<file path="config.mk">
export PLATFORM = sky130hd
export DESIGN_NAME = rr_step_arbiter
export DESIGN_NICKNAME = d
export VERILOG_FILES = /design/src/rtl/rr_step_arbiter.sv
export SDC_FILE = /design/constraint.sdc
export NUM_CORES = 1
export LEC_CHECK = 0
export BUFFER_PORTS_ARGS = -buffer_cell sky130_fd_sc_hd__buf_2
export CAP_MARGIN = 30
export CORE_UTILIZATION = 50
export DETAILED_ROUTE_END_ITERATION = 10
export GPL_TIMING_DRIVEN = 0
export MAX_ROUTING_LAYER = met4
export PLACE_DENSITY_LB_ADDON = 0.1
export SYNTH_ARGS = -nofsm -noshare
export SYNTH_HDL_FRONTEND = slang
export SYNTH_SLANG_ARGS = --single-unit
</file>
<file path="constraint.sdc">
create_clock -name clk -period 1.75 [get_ports clk]
set_input_delay 0.175 -clock clk [delete_from_list [all_inputs] [get_ports clk]]
set_output_delay 0.175 -clock clk [all_outputs]
set_load 0.01 [all_outputs]
</file>
<file path="src/rtl/rr_step_arbiter.sv">
// Round-robin owner select for one shared resource; grant 1 cycle after request, 2-cycle gap between owners.
// Tenure ends on owner req drop, done, or TIMEOUT (tmo pulse); `RR_ARB_LOCK_EN adds a lock input that freezes tenure.
module rr_step_arbiter #(
   parameter int NREQ    = 4,
   parameter int TIMEOUT = 15
) (
   input  logic                    clk,
   input  logic                    rstn,
   input  logic [NREQ-1:0]         req,
   input  logic                    done,
`ifdef RR_ARB_LOCK_EN
   input  logic                    lock,
`endif
   output logic [NREQ-1:0]         gnt,
   output logic [$clog2(NREQ)-1:0] gnt_id,
   output logic                    busy,
   output logic                    tmo
);

   localparam int IW = $clog2(NREQ);

   typedef enum logic [1:0] {IDLE, GRANT, RELEASE} state_t;

   state_t          state_q, state_d;
   logic [IW-1:0]   ptr_q, ptr_d;
   logic [IW-1:0]   gnt_id_q, gnt_id_d;
   logic [7:0]      cnt_q, cnt_d;
   logic [NREQ-1:0] gnt_q, gnt_d;
   logic            tmo_q, tmo_d;
   logic [IW-1:0]   win;
   logic            rel;
   logic            lock_en;

`ifdef RR_ARB_LOCK_EN
   assign lock_en = lock;
`else
   assign lock_en = 1'b0;
`endif

   // Scan downward so the requester closest to ptr is the last to overwrite win.
   always_comb begin
      win = ptr_q;
      for (int k = NREQ - 1; k >= 0; k--) begin
         if (req[ptr_q + IW'(k)]) win = ptr_q + IW'(k);
      end
   end

   always_comb begin
      state_d  = state_q;
      ptr_d    = ptr_q;
      cnt_d    = cnt_q;
      gnt_d    = gnt_q;
      gnt_id_d = gnt_id_q;
      tmo_d    = 1'b0;
      rel      = 1'b0;
      case (state_q)
         IDLE: begin
            if (|req) begin
               gnt_d      = '0;
               gnt_d[win] = 1'b1;
               gnt_id_d   = win;
               cnt_d      = 8'd1;
               state_d    = GRANT;
            end
         end
         GRANT: begin
            if (!req[gnt_id_q]) begin
               rel = 1'b1;
            end else if (done && !lock_en) begin
               rel = 1'b1;
            end else if ((cnt_q == 8'(TIMEOUT)) && !lock_en) begin
               rel   = 1'b1;
               tmo_d = 1'b1;
            end else if (!lock_en) begin
               cnt_d = cnt_q + 8'd1;
            end
            if (rel) begin
               gnt_d   = '0;
               ptr_d   = gnt_id_q + IW'(1);
               state_d = RELEASE;
            end
         end
         RELEASE: state_d = IDLE;
         default: state_d = IDLE;
      endcase
   end

   always_ff @(posedge clk) begin
      if (!rstn) begin
         state_q  <= IDLE;
         ptr_q    <= '0;
         cnt_q    <= '0;
         gnt_q    <= '0;
         gnt_id_q <= '0;
         tmo_q    <= 1'b0;
      end else begin
         state_q  <= state_d;
         ptr_q    <= ptr_d;
         cnt_q    <= cnt_d;
         gnt_q    <= gnt_d;
         gnt_id_q <= gnt_id_d;
         tmo_q    <= tmo_d;
      end
   end

   assign gnt    = gnt_q;
   assign gnt_id = gnt_id_q;
   assign busy   = |gnt_q;
   assign tmo    = tmo_q;

endmodule

</file>
Word level (Yosys, flattened, before mapping)
Cells that the tools add are included. W data, S select, Z words.

Bits in latches: 0. Output and inout port bits: 8. Memory bits (read-only): 0. Memories: 0. Bits in writable memories: 0. Bits of input ports: 7. Logic and storage cells: 70. Register bits: 19.

Multiply operators: 0. Divide/modulo/power cells: 0. Add/sub/neg operators: 5. Mux-type cells: 31. Reductions and logical operators: 11. Equality and inequality tests: 7. Shift operators: 0. Magnitude comparators: 7. Bitwise operators: 3.

Operators with widths (number): $mux W8 (4); $lt A2 B3 Y1 const B (6); $pmux W8 S2 (1); $mux W2 (6); $reduce_or A4 Y1 (3); $bmux W1 S2 (5); $mux W1 (10); $ne A2 B2 Y1 const B (5); $add A8 B1 Y8 const B (1); $eq A8 B4 Y1 const B (1); $mux W4 (2); $pmux W4 S2 (1); $reduce_and A2 Y1 (3); $reduce_and A5 Y1 (1); $add A2 B1 Y2 const B (2); $add A2 B2 Y2 const B (2); $pmux W2 S2 (1); $not A1 Y1 (3); $reduce_and A3 Y1 (1); $demux W1 S2 (1); $eq A2 B1 Y1 const B (1); $ge A2 B1 Y1 const B (1); $logic_not A2 Y1 (1); $reduce_bool A2 Y1 (1); $logic_and A1 B1 Y1 (1).

Longest topological paths before layout
Word-level depth: 13. Mapped depth: 5. Mapped depth without buffers: 5.

Least setup slack after synthesis
Ideal clock, no wire load.

Path kind: flip-flop to flip-flop. Start point: reg cnt_q[7]. End point: reg gnt_q[1], in the netlist gnt[1]. Arrival time: 1.467 ns. Buffers on the path: 0. Setup time: 0.137 ns. Cell stages (with the launch flop): 5. Setup slack: 0.146 ns. Period minus slack after synthesis: 1.604 ns. Data required time: 1.613 ns. Cells stage by stage: dfxtp_1 or4_4 or2_4 a31oi_1 o32ai_1.

Cells in the longest elaborated chain, start to end: 7.

Ends and longest elaborated chain: from (decl) (line 27) `logic [7:0] cnt_q, cnt_d;`; from (signal assigned) (line 99) `cnt_q <= cnt_d;`; $eq A8 B4 Y1 (line 71) `end else if ((cnt_q == 8'(TIMEOUT)) && !lock_en) begin`; $mux W1 (line 71); $mux W1 (line 69) `end else if (done && !lock_en) begin`; $mux W1 (line 67) `if (!req[gnt_id_q]) begin`; $mux W1 (line 56) `case (state_q)`; $ne A2 B2 Y1 (no line); $reduce_and A3 Y1 (no line); to (signal assigned) (line 100) `gnt_q <= gnt_d;`; to (decl) (line 28) `logic [NREQ-1:0] gnt_q, gnt_d;`.

No other way between the ends. The select of a mux whose other input is x is not followed. A chain may end at the register's enable or synchronous reset.

Final worst setup path
Start point: reg cnt_q[7]. End point: reg ptr_q[1].

Cells in the longest elaborated chain, start to end: 6.

Ends and longest elaborated chain: $eq A8 B4 Y1 (line 71); $mux W1 (line 71); $mux W1 (line 69); $mux W1 (line 67); $mux W1 (line 56); $reduce_and A2 Y1 (no line); to (signal assigned) (line 98) `ptr_q <= ptr_d;`; to (decl) (line 25) `logic [IW-1:0] ptr_q, ptr_d;`.

No other way between the ends. The select of a mux whose other input is x is not followed.

==> results.yml <==
outcome:
  status: "completed"
global_routing:
  grt_overflow_total: 0
  grt_first_pass_wirelength_um: 3550
  grt_pass1_vias: 817
  track_usage_pct: 23.3
  grt_max_degree: 11
  antenna_found_initial: 0
synthesis:
  synth_seq_cells: 19
  syn_area_per_cell_um2: 8.68
  synth_warnings: 0
  synth_compound_area_share_pct: 21.7
  muxShareOfSynthArea_pct: 6.78
  synthArstFlopShare_pct: 0
  synth-seq-area-share_pct: 36.8
  synthSimpleGateAreaFrac_pct: 30.9
  synth_flop_cell: "dfxtp_1"
  synth_cell_types: 39
  netlist_area_um2: 1030
  synth_xor_area_share_pct: 0.847
  synthAdderAreaFrac_pct: 1.21
  synth.net_count: 127
  synth_edf_count: 0
  synth_top_family_by_area: "simple AND/OR/NAND/NOR gates"
  synth_cells: 119
power_and_ir_drop:
  p_sw_uw: 313
  power_frac_clock_pct: 24.7
  vdd.ir_drop.worst_v: 0.000371
  internal_power_uw: 643
  powerDensity_nw_per_um2: 807
  seq_power_share_pct: 51.0
  p_comb_share_pct: 24.3
  power.leakage_nw: 0.426
  switching_share_pct: 32.7
setup_path:
  critical_path.startpoint_type: "register"
  critical-path-max-stage-delay_ns: 0.55
  r2r.worst_path.cells: 4
  path_cells: "or4_4 -> or2_4 -> a21oi_2 -> mux2i_1"
  crit_arrival_ns: 1.93
  path_class: "reg2reg"
  worstPathRequired_ns: 2.00
  cp_slowest_cell: "or4_4"
  cp-end-kind: "register"
  path_max_fanout: 4
timing:
  fmax_ghz: 0.597
  setup_slack_ns: 0.0756
  maxSlewHeadroom_pct: 70.4
  maxSlewViolCount: 0
  fin_crit_sh_pct: 95.7
  fin_crit_ns: 1.67
  rsz0062_at_grt: "no"
  skew_ns: 0.00517
  worstMarginPinSlew_ns: 0.443
  tns_ns: 0
  setup-violations-final: 0
  hold_viol: 0
clock_tree:
  cts_tree: "yes"
  cts.sinks: 19
  ctsHoldBuffers: 0
  post_cts_buffers: 0
  cts.htree.levels: 1
  clockBufferDepth: 2
  cts_made_buffers: 3
  clock_latency_ns: 0.31
  post_cts_resized: 0
  clk_pin_slew_ns: 0.11
  root_buffer: "clkbuf_4"
min_path:
  hold_class: "in2reg"
  hold_depth: 3
route:
  detail_route.wl_per_cell_um: 13.8
  totalWireLength_um: 2260
  vias_per_cell: 5.93
  first_pass_iters: 4
  route.detailed.drc: 0
  initialDrtViolationCount: 31
  num_vias: 972
  ant_nets: 0
place:
  place_congestion: 0.803
  dp_hpwl_um: 1650
  place_ws_ns: 0.0362
  place_inst: 160
  portBuffers: 14
layout:
  drive_gt1_share_pct: 23.4
  n_antenna_cell: 0
  num-nets-final: 146
  final_cells: 164
  syn_to_final_growth_pct: 14.5
floorplan:
  core_um2: 1960
  rows: 16
  initial_core_util_pct: 52.7
  die_h_um: 47.5
  chipWidth_um: 47.5
  io_pins: 15
  die-area_um2: 2250
flow_run:
  max_cap_viol_count: 0
-- cell usage in the layout, fill, tap and decap left out, types with 3 or more instances in the layout --
cell	instances
o32ai_1	4
nand3_1	4
a21oi_1	6
nand2b_1	8
nor2b_1	3
o31ai_1	4
o21a_1	3
inv_1	3
mux2i_1	7
nand2_1	14
clkbuf_4	3
nor2_1	4
or4_4	3
and2_1	3
buf_2	14
dfxtp_1	18
or4_1	3
-- power groups by stage --
stage | sequential [mW] | combinational, mW | clock (mW)
6_report | 0.488 | 0.232 | 0.236
3_5_place_dp | 0.496 | 0.220 | 0
4_1_cts | 0.486 | 0.221 | 0.236
5_1_grt | 0.493 | 0.257 | 0.254
2_1_floorplan | 0.497 | 0.149 | 0
3_3_place_gp | 0.494 | 0.215 | 0
-- state kept, by name, summed over array words and instances, names as in the netlist --
name / cells
gnt: 4
ptr_q: 2
cnt_q: 8
state_q: 2
tmo: 1
gnt_id: 2
-- kinds of logic after synthesis --
family	after synthesis
mux	7
flops	19
xor+xnor	1
buf+inv	5
simple gates	56
fa+ha+maj	1
compound gates	30
-- stage by stage --
stage          area, um2  total power [mW]  util, %  hold slack [ns]
3_3_place_gp        1140             0.709     58.0            0.457
4_1_cts             1160             0.943     59.3            0.171
3_5_place_dp        1140             0.716     58.0            0.460
2_1_floorplan       1030             0.645        -            0.324
6_report            1180             0.956     60.3            0.166
5_1_grt             1180              1.00     60.3            0.200
-- final cells by class --
class,instances,area (um2)
Clock buffer,4,26.3
Multi-Input combinational cell,95,653
Buffer,2,7.51
Timing Repair Buffer,14,70.1
Fill cell,195,778
Inverter,3,11.3
Sequential cell,19,382
Tap cell,27,33.8
-- cells in the mapped netlist, drive strengths merged (4+ instances only) --
master / instances / area, um2
dfxtp: 19 / 380
nor2: 5 / 18.8
nand2b: 8 / 50.1
mux2i: 7 / 70.1
or4: 6 / 56.3
o31ai: 4 / 30.0
nand2: 15 / 58.8
a21oi: 8 / 47.6
o32ai: 4 / 35.0
nand3: 4 / 20.0
-- critical path: cells and delay by family, from the launching register on --
kind | cells | cell delay, ns
and+or+nand+nor | 2 | 0.82
DFF | 1 | 0.34
muxes | 1 | 0.20
AOI/OAI and AO/OA | 1 | 0.25
-- final timing paths --
path                      endpoint                   from  slack (ns)
min reg2reg    gnt[3]$_SDFFE_PN0P_    gnt[3]$_SDFFE_PN0P_        0.47
max reg2reg  ptr_q[1]$_SDFFE_PN0P_  cnt_q[7]$_SDFFE_PN0P_        0.08
max          ptr_q[1]$_SDFFE_PN0P_  cnt_q[7]$_SDFFE_PN0P_        0.08
min          ptr_q[0]$_SDFFE_PN0P_                   rstn        0.17
-- layer usage --
metal	part of all wire (%)	vias up	wire length (um)	track usage [%]
met5	0	-	0	-
met4	1.6	0	36	9.14
met3	3.6	5	82	3.40
met2	43	22	979	33.2
met1	51	452	1170	32.9
li1	-	493	-	-
Note: power is estimated with default switching activity, not from simulation.
